## src/rtl/vx_warp_barrier_ctrl_pkg.sv

```systemverilog
// Shared types and helpers for the per-core warp barrier controller.
// Optional watchdog is enabled by defining VX_BARRIER_TIMEOUT_EN.
package vx_warp_barrier_ctrl_pkg;

    typedef enum logic [1:0] {
        BAR_FREE    = 2'd0,
        BAR_GATHER  = 2'd1,
        BAR_RELEASE = 2'd2
    } barrier_state_e;

    // Index width that never collapses to zero bits.
    function automatic int clog2_min1(input int n);
        return (n > 1) ? $clog2(n) : 1;
    endfunction

    // Wide enough for any supported warp/barrier count.
    localparam int REQ_FIELD_W = 8;

    typedef struct packed {
        logic [REQ_FIELD_W-1:0] wid;
        logic [REQ_FIELD_W-1:0] bar_id;
        logic [REQ_FIELD_W-1:0] size_m1;
        logic                   is_noop;
    } barrier_req_t;

endpackage

```

## src/rtl/vx_warp_barrier_ctrl_slot.sv

```systemverilog
// One barrier slot: FSM, arrival counter and waiting-warp mask.
// Release/dup indications are combinational on the arrival this cycle.
module vx_barrier_slot
    import vx_warp_barrier_ctrl_pkg::*;
#(
    parameter int NUM_WARPS = 4,
    parameter int NW_WIDTH  = 2
) (
    input  logic                 clk,
    input  logic                 reset,
    input  logic                 flush,
    input  logic                 arrive,
    input  logic [NW_WIDTH-1:0]  wid,
    input  logic [NW_WIDTH-1:0]  size_m1,
    output barrier_state_e       state_o,
    output logic [NUM_WARPS-1:0] mask_o,
    output logic                 release_req,
    output logic [NUM_WARPS-1:0] release_mask,
    output logic                 dup_o
);

    barrier_state_e       state_q, state_d;
    logic [NW_WIDTH-1:0]  ctr_q, ctr_d;
    logic [NW_WIDTH-1:0]  size_q, size_d;
    logic [NUM_WARPS-1:0] mask_q, mask_d;
    logic [NUM_WARPS-1:0] wid_oh;

    always_comb begin
        state_d      = state_q;
        ctr_d        = ctr_q;
        size_d       = size_q;
        mask_d       = mask_q;
        release_req  = 1'b0;
        release_mask = '0;
        dup_o        = 1'b0;
        wid_oh       = NUM_WARPS'(1) << wid;
        if (flush) begin
            state_d = BAR_FREE;
            ctr_d   = '0;
            mask_d  = '0;
        end else begin
            unique case (state_q)
                BAR_FREE: begin
                    if (arrive && size_m1 == '0) begin
                        release_req  = 1'b1;
                        release_mask = wid_oh;
                    end else if (arrive) begin
                        state_d = BAR_GATHER;
                        size_d  = size_m1;
                        ctr_d   = NW_WIDTH'(1);
                        mask_d  = wid_oh;
                    end
                end
                BAR_GATHER: begin
                    if (arrive && (mask_q & wid_oh) != '0) begin
                        dup_o = 1'b1;
                    end else if (arrive && ctr_q == size_q) begin
                        state_d      = BAR_RELEASE;
                        release_req  = 1'b1;
                        release_mask = mask_q | wid_oh;
                        ctr_d        = '0;
                        mask_d       = '0;
                    end else if (arrive) begin
                        ctr_d  = ctr_q + NW_WIDTH'(1);
                        mask_d = mask_q | wid_oh;
                    end
                end
                BAR_RELEASE: state_d = BAR_FREE;
                default:     state_d = BAR_FREE;
            endcase
        end
    end

    always_ff @(posedge clk) begin
        if (reset) begin
            state_q <= BAR_FREE;
            ctr_q   <= '0;
            size_q  <= '0;
            mask_q  <= '0;
        end else begin
            state_q <= state_d;
            ctr_q   <= ctr_d;
            size_q  <= size_d;
            mask_q  <= mask_d;
        end
    end

    assign state_o = state_q;
    assign mask_o  = mask_q;

endmodule

```

## src/rtl/vx_warp_barrier_ctrl.sv

```systemverilog
// Per-core warp barrier controller; releases gathered warps one cycle after fire.
// Define VX_BARRIER_TIMEOUT_EN to add the stuck-barrier watchdog.
module vx_warp_barrier_ctrl
    import vx_warp_barrier_ctrl_pkg::*;
#(
    parameter int NUM_WARPS      = 4,
    parameter int NUM_BARRIERS   = 4,
    parameter int TIMEOUT_CYCLES = 65536,
    localparam int NW_WIDTH      = clog2_min1(NUM_WARPS),
    localparam int NB_WIDTH      = clog2_min1(NUM_BARRIERS)
) (
    input  logic                 clk,
    input  logic                 reset,
    input  logic                 req_valid,
    output logic                 req_ready,
    input  logic [NW_WIDTH-1:0]  req_wid,
    input  logic [NB_WIDTH-1:0]  req_bar_id,
    input  logic [NW_WIDTH-1:0]  req_size_m1,
    input  logic                 req_is_noop,
    input  logic                 flush,
    output logic                 release_valid,
    output logic [NUM_WARPS-1:0] release_mask,
    output logic [NUM_WARPS-1:0] waiting_mask,
    output logic                 err_dup,
    output logic                 busy,
    output logic                 timeout
);

    barrier_state_e       slot_state    [NUM_BARRIERS];
    logic [NUM_WARPS-1:0] slot_mask     [NUM_BARRIERS];
    logic [NUM_WARPS-1:0] slot_rel_mask [NUM_BARRIERS];
    logic [NUM_BARRIERS-1:0] slot_arrive;
    logic [NUM_BARRIERS-1:0] slot_rel;
    logic [NUM_BARRIERS-1:0] slot_dup;

    logic                 flush_eff;
    logic                 fire;
    logic                 bar_ok;
    logic                 bar_releasing;
    logic                 release_valid_q, release_valid_d;
    logic [NUM_WARPS-1:0] release_mask_q, release_mask_d;
    logic                 err_dup_q, err_dup_d;

    assign bar_ok = int'(req_bar_id) < NUM_BARRIERS;

    always_comb begin
        bar_releasing = 1'b0;
        waiting_mask  = '0;
        busy          = 1'b0;
        for (int b = 0; b < NUM_BARRIERS; b++) begin
            if (req_bar_id == NB_WIDTH'(b)
                && slot_state[b] == BAR_RELEASE)
                bar_releasing = 1'b1;
            waiting_mask = waiting_mask | slot_mask[b];
            if (slot_state[b] != BAR_FREE)
                busy = 1'b1;
        end
    end

    assign req_ready = ~reset & bar_ok
                     & ~bar_releasing & ~flush_eff;
    assign fire = req_valid & req_ready;

    for (genvar b = 0; b < NUM_BARRIERS; b++) begin : g_slot
        assign slot_arrive[b] = fire & ~req_is_noop
                              & (req_bar_id == NB_WIDTH'(b));
        vx_barrier_slot #(
            .NUM_WARPS (NUM_WARPS),
            .NW_WIDTH  (NW_WIDTH)
        ) u_slot (
            .clk          (clk),
            .reset        (reset),
            .flush        (flush_eff),
            .arrive       (slot_arrive[b]),
            .wid          (req_wid),
            .size_m1      (req_size_m1),
            .state_o      (slot_state[b]),
            .mask_o       (slot_mask[b]),
            .release_req  (slot_rel[b]),
            .release_mask (slot_rel_mask[b]),
            .dup_o        (slot_dup[b])
        );
    end

    // Only one request fires per cycle, so at most one source is live.
    always_comb begin
        release_valid_d = 1'b0;
        release_mask_d  = '0;
        err_dup_d       = |slot_dup;
        if (flush_eff) begin
            release_valid_d = 1'b1;
            release_mask_d  = waiting_mask;
        end else if (fire && req_is_noop) begin
            release_valid_d = 1'b1;
            release_mask_d  = NUM_WARPS'(1) << req_wid;
        end else begin
            for (int b = 0; b < NUM_BARRIERS; b++) begin
                if (slot_rel[b]) begin
                    release_valid_d = 1'b1;
                    release_mask_d  = release_mask_d
                                    | slot_rel_mask[b];
                end
            end
        end
    end

    always_ff @(posedge clk) begin
        if (reset) begin
            release_valid_q <= 1'b0;
            release_mask_q  <= '0;
            err_dup_q       <= 1'b0;
        end else begin
            release_valid_q <= release_valid_d;
            release_mask_q  <= release_mask_d;
            err_dup_q       <= err_dup_d;
        end
    end

    assign release_valid = release_valid_q;
    assign release_mask  = release_mask_q;
    assign err_dup       = err_dup_q;

`ifdef VX_BARRIER_TIMEOUT_EN
    logic [31:0] to_cnt_q, to_cnt_d;
    logic        timeout_q, timeout_d;
    logic        any_gather;

    always_comb begin
        any_gather = 1'b0;
        for (int b = 0; b < NUM_BARRIERS; b++)
            if (slot_state[b] == BAR_GATHER)
                any_gather = 1'b1;
    end

    // Any forward progress restarts the watchdog window.
    always_comb begin
        to_cnt_d  = '0;
        timeout_d = 1'b0;
        if (any_gather && !fire
            && !release_valid_q && !timeout_q) begin
            if (to_cnt_q == 32'(TIMEOUT_CYCLES - 1))
                timeout_d = 1'b1;
            else
                to_cnt_d = to_cnt_q + 32'd1;
        end
    end

    always_ff @(posedge clk) begin
        if (reset) begin
            to_cnt_q  <= '0;
            timeout_q <= 1'b0;
        end else begin
            to_cnt_q  <= to_cnt_d;
            timeout_q <= timeout_d;
        end
    end

    assign timeout   = timeout_q;
    assign flush_eff = flush | timeout_q;

`ifndef SYNTHESIS
    always @(posedge clk) begin
        if (!reset)
            assert (!timeout_q)
            else $warning("barrier timeout, waiting_mask=%b",
                          waiting_mask);
    end
`endif
`else
    assign timeout   = 1'b0;
    assign flush_eff = flush;
`endif

endmodule

```

## config.mk

```make
export PLATFORM = sky130hd
export DESIGN_NAME = vx_warp_barrier_ctrl
export DESIGN_NICKNAME = d
export VERILOG_FILES = /design/src/rtl/vx_warp_barrier_ctrl_pkg.sv /design/src/rtl/vx_warp_barrier_ctrl_slot.sv /design/src/rtl/vx_warp_barrier_ctrl.sv
export SDC_FILE = /design/constraint.sdc
export NUM_CORES = 1
export LEC_CHECK = 0
export BUFFER_PORTS_ARGS = -buffer_cell sky130_fd_sc_hd__buf_4
export CORE_MARGIN = 3
export CORE_UTILIZATION = 64
export DETAILED_ROUTE_END_ITERATION = 8
export PLACE_DENSITY = 0.85
export SETUP_SLACK_MARGIN = 0.15
export SLEW_MARGIN = 0
export SYNTH_ARGS = -nofsm -noshare
export SYNTH_HDL_FRONTEND = slang
export SYNTH_SLANG_ARGS = --single-unit
```

## constraint.sdc

```tcl
create_clock -name clk -period 3.9 [get_ports clk]
set_input_delay 0.39 -clock clk [delete_from_list [all_inputs] [get_ports clk]]
set_output_delay 0.39 -clock clk [all_outputs]
set_load 0.01 [all_outputs]
```

## After elaboration in Yosys (flattened, before gate mapping)

Cells that the tools add are included.

- Bits of input ports: 11
- Bits in latches: 0
- Memories: 0
- Memory bits (read-only): 0
- RAM bits: 0
- Flip-flop bits (word level): 46
- Output and inout port bits: 13
- Word-level logic and storage cells: 275

- Order comparisons: 0
- Divide/modulo/power cells: 0
- Shifts and indexed selects: 1
- Reductions and logical operators: 49
- Bitwise logic cells: 30
- Add/sub/neg operators: 4
- Muxes and demuxes: 137
- Equal/unequal tests: 35
- Multiply operators: 0

Operator list:

| operator | count |
|---|---|
| $mux 4 | 47 |
| $pmux 4 s2 | 8 |
| $mux 2 | 28 |
| $mux 1 | 42 |
| $or 4x4->4 | 10 |
| $pmux 2 s2 | 8 |
| $reduce_and 4->1 | 8 |
| $reduce_and 5->1 | 4 |
| $logic_and 1x1->1 | 17 |
| $and 4x4->4 | 4 |
| $ne 2x1->1 const B | 8 |
| $ne 2x2->1 const B | 8 |
| $reduce_bool 2->1 | 8 |
| $reduce_bool 4->1 | 4 |
| $eq 2x2->1 const B | 6 |
| $logic_not 2->1 | 6 |
| $ne 3x1->1 const B | 4 |
| $eq 2x1->1 const B | 5 |
| $add 2x1->2 const B | 4 |
| $and 1x1->1 | 8 |
| $eq 2x2->1 | 4 |
| $not 1->1 | 8 |
| $pmux 1 s2 | 4 |
| $reduce_or 4->1 | 1 |
| other kinds (2) | 2 |

## Depth between registers and ports, before layout

Gate-level depths: netlist of the first run.

- Word-level depth: 32
- Gate-level depth with buffers: 9
- Depth with buffers taken out: 6

## By module

Synthesis of the first run repeated with hierarchy kept, for this count alone.

- Cells, all modules: 374
- Area total of the unflattened synthesis: 3,088.0 um2

Modules (own cells, without submodules):

| module | seq. area each (um2) | cells each | area each (um2) | instances |
|---|---|---|---|---|
| vx_barrier_slot | 200.2 | 77 | 638.1 | 4 |
| vx_warp_barrier_ctrl | 120.1 | 66 | 535.5 | 1 |

## Least setup slack after synthesis of the first run

Ideal clock, no wire load.

- Path type: input to register
- Start point: input port flush
- End point: register release_mask_q[1] (netlist: release_mask[1])
- Setup slack: 1.543 ns
- Arrival: 2.279 ns
- Path buffers: 2
- Library setup time: 0.079 ns
- Data required time: 3.821 ns
- Stages: 8
- Cells stage by stage: buf_4 > or4b_4 > buf_6 > nor4_4 > nor3b_4 > a21oi_1 > o221a_1 > o221ai_2

- Word-level cells in the longest chain between the ends: 25
- Elaborated cells on any way between the ends: 75
- Those cells by class: mux (51); bitwise (11); reduce/logical (13)

RTL lines:

| element | RTL line | source |
|---|---|---|
| from (decl) | vx_warp_barrier_ctrl.sv:20 | `input logic flush,` |
| $not 1->1 (no source line) | -- |  |
| $and 1x1->1 | vx_warp_barrier_ctrl.sv:61 | `& ~bar_releasing & ~flush_eff;` |
| $and 1x1->1 | vx_warp_barrier_ctrl.sv:62 | `assign fire = req_valid & req_ready;` |
| $and 1x1->1 | vx_warp_barrier_ctrl.sv:65 | `assign slot_arrive[b] = fire & ~req_is_noop` |
| $and 1x1->1 | vx_warp_barrier_ctrl.sv:66 | `& (req_bar_id == NB_WIDTH'(b));` |
| $logic_and 1x1->1 | vx_warp_barrier_ctrl_slot.sv:57 | `end else if (arrive && ctr_q == size_q) begin` |
| $mux 1 | vx_warp_barrier_ctrl_slot.sv:57 |  |
| $mux 1 | vx_warp_barrier_ctrl_slot.sv:55 | `if (arrive && (mask_q & wid_oh) != '0) begin` |
| [9 not listed] | -- |  |
| $or 4x4->4 | vx_warp_barrier_ctrl.sv:101 | `\| slot_rel_mask[b];` |
| $mux 4 | vx_warp_barrier_ctrl.sv:98 | `if (slot_rel[b]) begin` |
| $mux 4 | vx_warp_barrier_ctrl.sv:93 | `end else if (fire && req_is_noop) begin` |
| $mux 4 | vx_warp_barrier_ctrl.sv:90 | `if (flush_eff) begin` |
| $or 4x4->4 | vx_warp_barrier_ctrl.sv:101 |  |
| $mux 4 | vx_warp_barrier_ctrl.sv:98 |  |
| $mux 4 | vx_warp_barrier_ctrl.sv:93 |  |
| $mux 4 * | vx_warp_barrier_ctrl.sv:90 |  |
| to (signal assigned) | vx_warp_barrier_ctrl.sv:114 | `release_mask_q <= release_mask_d;` |
| to (decl) | vx_warp_barrier_ctrl.sv:41 | `logic [NUM_WARPS-1:0] release_mask_q, release_mask_d;` |

Every way passes the cells marked *; elsewhere a longest branch is shown, timed or not. The select of a mux whose other input is x is not followed.
A chain may end at the register's enable or synchronous reset.

## Final worst setup path of the first run

- Start point: input port reset
- End point: register g_slot[2].u_slot.mask_q[1]

- Word-level cells in the longest chain between the ends: 10
- Elaborated cells on any way between the ends: 18
- Those cells by class: eq/ne (4); mux (3); bitwise (6); reduce/logical (5)

RTL lines:

| element | RTL line | source |
|---|---|---|
| from (decl) | vx_warp_barrier_ctrl.sv:13 | `input logic reset,` |
| $not 1->1 | vx_warp_barrier_ctrl.sv:60 | `assign req_ready = ~reset & bar_ok` |
| $and 1x1->1 (2 in a row) | vx_warp_barrier_ctrl.sv:61 |  |
| $and 1x1->1 | vx_warp_barrier_ctrl.sv:62 |  |
| $and 1x1->1 | vx_warp_barrier_ctrl.sv:65 |  |
| $and 1x1->1 | vx_warp_barrier_ctrl.sv:66 |  |
| $logic_and 1x1->1 | vx_warp_barrier_ctrl_slot.sv:57 |  |
| $mux 4 | vx_warp_barrier_ctrl_slot.sv:57 |  |
| $mux 4 | vx_warp_barrier_ctrl_slot.sv:55 |  |
| $pmux 4 s2 | vx_warp_barrier_ctrl_slot.sv:42 | `unique case (state_q)` |
| to (signal assigned) | vx_warp_barrier_ctrl_slot.sv:84 | `mask_q <= mask_d;` |
| to (decl) | vx_warp_barrier_ctrl_slot.sv:25 | `logic [NUM_WARPS-1:0] mask_q, mask_d;` |

Several ways; a longest one is shown, not always the timed one. The select of a mux whose other input is x is not followed.

==> impl_metrics.yaml, run 1 <==
synthesis:
  syn-num-nets: 336
  ys_async_sr_fraction_pct: 0
  synth_edf_count: 0
  synth_cell_types: 58
  synth_area_mm2: 0.00270
  synthFlopType: "dfxtp_1"
  synth_cells: 325
  yosys_warnings: 0
  avgSynthCellArea_um2: 8.31
  ys_seq_area_share_pct: 34.1
  synth-seq-cells: 46
timing:
  fin_crit_sh_pct: 61.5
  slew_headroom_pct: 48.1
  clock_skew_ps: 4.83
  worstMarginPinSlew_ps: 771
  setup_viol: 0
  fin_setup_tns_ps: 0
  hold_viol: 0
  timing.fmax_mhz: 417
  slew_viol_final: 0
  rsz0062_at_grt: "no"
  fin_crit_ps: 2400
run_status:
  status: "complete, no violations"
cts:
  clk_latency_ps: 290
  cts_max_path_buffers: 2
  cts-resized-gates: 0
  post_cts_buffers: 0
  hold_buffers: 0
  htreeDepth: 2
  cts_tree: "yes"
  cts_buffers: 5
  numClockSinks: 46
  path_clk_slew_ps: 80
  cts_root_buf: "clkbuf_8"
worst_hold_path:
  hold_path_class: "primary input to register"
detailed_routing:
  vias: 2675
  antenna_left: 0
  drt_first_pass_iters: 6
  dr_wl_met3_um: 737
  drc: 0
  drt_iter0_markers: 438
  met1_length_um: 2980
  vias_per_cell: 6.93
  wl_per_cell_um: 18.7
  dr.max_layer_used: "met4"
  wirelength_um: 7200
  met2_length_um: 3270
final_layout:
  fin_nets: 348
  seq_area_um2: 921
  antenna_cells: 0
  fillers: 295
  final_cell_mix: "dfxtp_1, a21oi_1, nor2_1"
  final_common_cell: "dfxtp_1"
  drive_above_1_share_pct: 13.6
  final_cells: 386
  design_area_mm2: 0.00293
  area_growth_pct: 8.48
  finish.utilization_pct: 76.0
  multi_input_area_mm2: 0.00167
worst_setup_path:
  start_kind: "primary input"
  crit_type: "primary input to register"
  crit_fanout: 17
  crit_arrival_ps: 2570
  cp-end-kind: "register"
  required_ps: 4070
placement:
  dpl.cell_count: 378
  dpl.hpwl_um: 5270
  gp_congestion: 0.926
  port_buffers: 22
  placed_cell_area_mm2: 0.00284
power:
  worst_ir_drop_vdd_uv: 228
  p_per_area_mw_per_mm2: 289
  power.leakage_uw: 0.00105
global_routing:
  grt_pass1_vias: 2422
  track_usage_pct: 29.6
  antenna_found_initial: 0
  grt_overflow: 0
  grt_pass1_wl_um: 12200
  grt_max_degree: 23
floorplanning:
  dieArea_mm2: 0.00504
  die_h_um: 71.0
  ioPinCount: 24
  rows: 22
  start_util_pct: 70.1
  die_w_um: 71.0
  core-area_mm2: 0.00385
run:
  drv_cap: 0
==> routing by layer <==
layer,vias up,GRT usage [%]
met3,32,4.83
met2,160,47.4
met5,-,0
met4,0,7.10
met1,1244,41.9
li1,1239,-
==> logic make-up after synthesis <==
family	count (synthesis)	share of synthesized area, %
other	1	0.139
muxes	8	4.40
AOI/OAI and AO/OA	106	26.6
and+or+nand+nor	134	28.2
xor gates and xnor gates	8	2.59
buffers and inverters	22	3.94
DFF	46	34.1
==> stage by stage <==
stage	hold slack [ps]	total power, uW	setup WS [ps]
2_1_floorplan	448	534	1540
3_3_place_gp	457	558	1310
3_5_place_dp	464	559	1210
4_1_cts	394	849	1520
5_1_grt	407	882	1260
6_report	401	847	1500
==> report_power, final <==
part | total [uW] | internal, uW | switching [uW]
clock | 297 | 143 | 153
combinational | 76.4 | 26.4 | 50.0
sequential | 474 | 472 | 1.96
==> state kept, by name, summed over array words and instances, names as in the netlist <==
signal	cells
release_valid	1
g_slot.u_slot.state_o	8
g_slot.u_slot.mask_o	16
g_slot.u_slot.ctr_q	8
release_mask	4
g_slot.u_slot.size_q	8
err_dup	1
==> cell usage after synthesis (all sizes together), types with 6 or more instances <==
library cell,n,share of area (%)
nand2b,12,2.8
nand3,8,1.5
a32oi,6,1.9
nand2,26,3.6
nor2,30,4.2
o21ai,26,4.8
nor2b,10,2.3
nor4,6,1.9
clkbuf,12,1.7
o2bb2ai,6,1.9
nor3,9,1.9
dfxtp,46,34
a21oi,32,5.9
==> worst paths after layout <==
| check | startpoint | end | slack [ps] | cells after the start |
|---|---|---|---|---|
| max | reset | g_slot[2].u_slot.mask_o[1] | 1500 | 7 |
| min | req_size_m1[1] | g_slot[3].u_slot.size_q[1] | 400 | 3 |
| max reg2reg | g_slot[2].u_slot.mask_o[3] | g_slot[2].u_slot.mask_o[1] | 1600 | 5 |
| min reg2reg | g_slot[1].u_slot.size_q[0] | g_slot[1].u_slot.size_q[0] | 470 | 2 |
==> critical path, cell delays in order <==
cell	delay (ps)
buf_4	180
nor4b_1	590
nand2b_1	210
a2111oi_4	590
o21ai_0	310
a32oi_1	240
nor2_1	60
==> cell type report <==
cell class | instances | share of cell area (%)
multi-input combinational | 257 | 57.1
sequential | 46 | 31.4
timing repair buffer | 22 | 5.64
clock buffer | 7 | 2.95
tap | 48 | 2.05
inverter | 5 | 0.640
clock inverter | 1 | 0.171
No activity file was read; power rests on OpenSTA's default activity.
==> run 2, diff against run 1 <==
--- a/config.mk
+++ b/config.mk
@@ -5,11 +5,12 @@
 export SDC_FILE = /design/constraint.sdc
 export NUM_CORES = 1
 export LEC_CHECK = 0
+export ABC_AREA = 1
 export BUFFER_PORTS_ARGS = -buffer_cell sky130_fd_sc_hd__buf_4
 export CORE_MARGIN = 3
-export CORE_UTILIZATION = 64
+export CORE_UTILIZATION = 60
 export DETAILED_ROUTE_END_ITERATION = 8
-export PLACE_DENSITY = 0.85
+export PLACE_DENSITY = 0.8
 export SETUP_SLACK_MARGIN = 0.15
 export SLEW_MARGIN = 0
 export SYNTH_ARGS = -nofsm -noshare
==> constraint.sdc (replaced) <==
create_clock -name clk -period 2.45 [get_ports clk]
set_input_delay 0.245 -clock clk [delete_from_list [all_inputs] [get_ports clk]]
set_output_delay 0.245 -clock clk [all_outputs]
set_load 0.01 [all_outputs]
==> run 2 against run 1 <==
Effect of this change:
- area after synthesis is 9.4% higher
- utilization is 4.5 points lower
- combinational power is 81% higher
- clock skew is 9.1 ps higher
- non-clock buffer count is 6 higher
- power is 58% higher
- critical path type is now register to register
==> impl_metrics.yaml, run 2 <==
timing:
  fin_crit_sh_pct: 87.2
  fin_crit_ps: 2140
  worstMarginPinSlew_ps: 840
  hold_slack_ps: 164
  setup_viol: 0
  rsz0062_at_grt: "no"
  fin_setup_tns_ps: 0
  timing.fmax_mhz: 468
  clock_skew_ps: 13.9
  slew_headroom_pct: 43.9
  worst_slack_ps: 315
  slew_viol_final: 0
  hold_viol: 0
placement:
  dpl.cell_count: 524
  dpl.hpwl_um: 6010
  post-place-ws_ps: 301
  port_buffers: 22
  gp_congestion: 0.929
synthesis:
  syn-num-nets: 452
  synth_area_leaders: "dfxtp_1, nand2_1, inv_1"
  yosys.area.top_type: "dfxtp_1"
  ys_seq_area_share_pct: 31.1
  synth_cells: 441
  synth-seq-cells: 46
  yosysMostFrequentCell: "nand2_1"
  synth_cell_types: 39
  avgSynthCellArea_um2: 6.70
  yosys_warnings: 0
  synth_top_area_share_pct: 31.1
  synth_common_cells: "nand2_1, inv_1, dfxtp_1"
  ys_async_sr_fraction_pct: 0
  synthFlopType: "dfxtp_1"
  synth_edf_count: 0
  synth_area_mm2: 0.00296
worst_setup_path:
  crit-reg2reg-launch: "g_slot[2].u_slot.state_o[0]"
  cpMaxStageDelayCell: "dfxtp_1"
  crit_family: "compound AO/OA/AOI/OAI gates"
  crit_fanout: 12
  cp-end-kind: "register"
  r2r_end: "g_slot[3].u_slot.mask_o[0]"
  max_stage_delay_ps: 440
  crit_buf_inv: 1
  crit_arrival_ps: 2280
  reg2reg_depth: 9
  r2r_slack_ps: 310
  start_kind: "register"
  crit_path_cell_trace: "nor2_1 > nand2_1 > nand3_2 > nor2_8 > nand4_4 > inv_2 > o2111ai_2 > a21oi_2 > a211oi_2"
  crit_type: "register to register"
  required_ps: 2590
  crit_path_start: "g_slot[2].u_slot.state_o[0]"
final_layout:
  fin_nets: 477
  largest_register_ffs: 16
  finish.utilization_pct: 71.5
  antenna_cells: 0
  final_cells: 531
  area_growth_pct: 10.4
  final_cell_mix: "nand2_1, inv_1, dfxtp_1"
  drive_above_1_share_pct: 16.1
  final_common_cell: "nand2_1"
cts:
  numClockSinks: 46
  cts_max_path_buffers: 2
  post_cts_buffers: 0
  cts_root_buf: "clkbuf_8"
  cts_tree: "yes"
  path_clk_slew_ps: 90
  clk_latency_ps: 300
  cts-resized-gates: 0
  htreeDepth: 2
  hold_buffers: 0
  cts_buffers: 5
worst_hold_path:
  hold_path.startpoint: "reset"
  min_to: "release_mask[0]"
  hold_depth: 2
  hold_path_class: "primary input to register"
detailed_routing:
  wl_per_cell_um: 14.8
  drt_first_pass_iters: 5
  drc: 0
  wirelength_um: 7850
  vias: 2994
  antenna_left: 0
  vias_per_cell: 5.64
  drt_iter0_markers: 223
run:
  drv_cap: 0
floorplanning:
  die_w_um: 76.2
  core-area_mm2: 0.00456
  ioPinCount: 24
  rows: 24
  die_h_um: 76.2
  dieArea_mm2: 0.00581
  start_util_pct: 64.8
power:
  power.leakage_uw: 0.00150
  worst_ir_drop_vdd_uv: 391
  p_per_area_mw_per_mm2: 411
global_routing:
  grt_pass1_vias: 2670
  grt_overflow: 0
  antenna_found_initial: 0
  track_usage_pct: 27.3
  grt_max_degree: 22
  grt_pass1_wl_um: 12900
run_status:
  status: "complete, no violations"
## run 2: power breakdown
| part | internal (uW) | switching (uW) |
|---|---|---|
| Sequential | 752 | 2.24 |
| Combinational | 44.3 | 93.4 |
| Clock | 197 | 253 |
## run 2: how the worst max path moves through the flow
stage / to / slack, ps / depth (start not counted)
after floorplan: g_slot[3].u_slot.mask_o[0] / 730 / 11
after global placement: g_slot[3].u_slot.mask_o[2] / 400 / 11
after detailed placement: g_slot[3].u_slot.mask_o[2] / 300 / 11
after CTS: g_slot[3].u_slot.mask_o[0] / 360 / 9
after global routing: g_slot[3].u_slot.ctr_q[0] / 170 / 10
final: g_slot[3].u_slot.mask_o[0] / 310 / 9
## run 2: stage by stage
stage | area (um2) | power [uW]
3_3_place_gp | 3190 | 904
5_1_grt | 3260 | 1400
4_1_cts | 3260 | 1350
6_report | 3260 | 1340
2_1_floorplan | 2960 | 856
3_5_place_dp | 3190 | 906
## run 2: area by class of cell
cell class	instances	area, um2
Clock buffer	7	76.3
Multi-Input combinational cell	309	1690
Sequential cell	46	921
Tap cell	65	81.3
Timing Repair Buffer	28	210
Fill cell	408	1300
Inverter	76	285
## run 2: routing by layer
| metal | routed length [um] | global-route usage, % | vias to the layer above |
|---|---|---|---|
| li1 | - | - | 1492 |
| met1 | 3570 | 37.2 | 1357 |
| met2 | 3560 | 44.1 | 125 |
| met3 | 551 | 4.14 | 20 |
| met4 | 178 | 9.24 | 0 |
| met5 | 0 | 0 | - |
## run 2: cell families (layout without fill, tap and decap cells)
kind of cell	count (synthesis)	after routing	share of synthesized area (%)
DFF	46	46	31.1
buffers and inverters	86	111	11.7
AOI/OAI and AO/OA	102	102	21.2
other	1	1	0.127
xor gates and xnor gates	6	6	1.78
and+or+nand+nor	200	200	34.1
## run 2: worst reg2reg max path, delay by kind of cell (launching register included)
kind,cells,cell delay [ps]
buffers and inverters,1,130
and+or+nand+nor,5,630
AOI/OAI and AO/OA,3,760
DFF,1,440
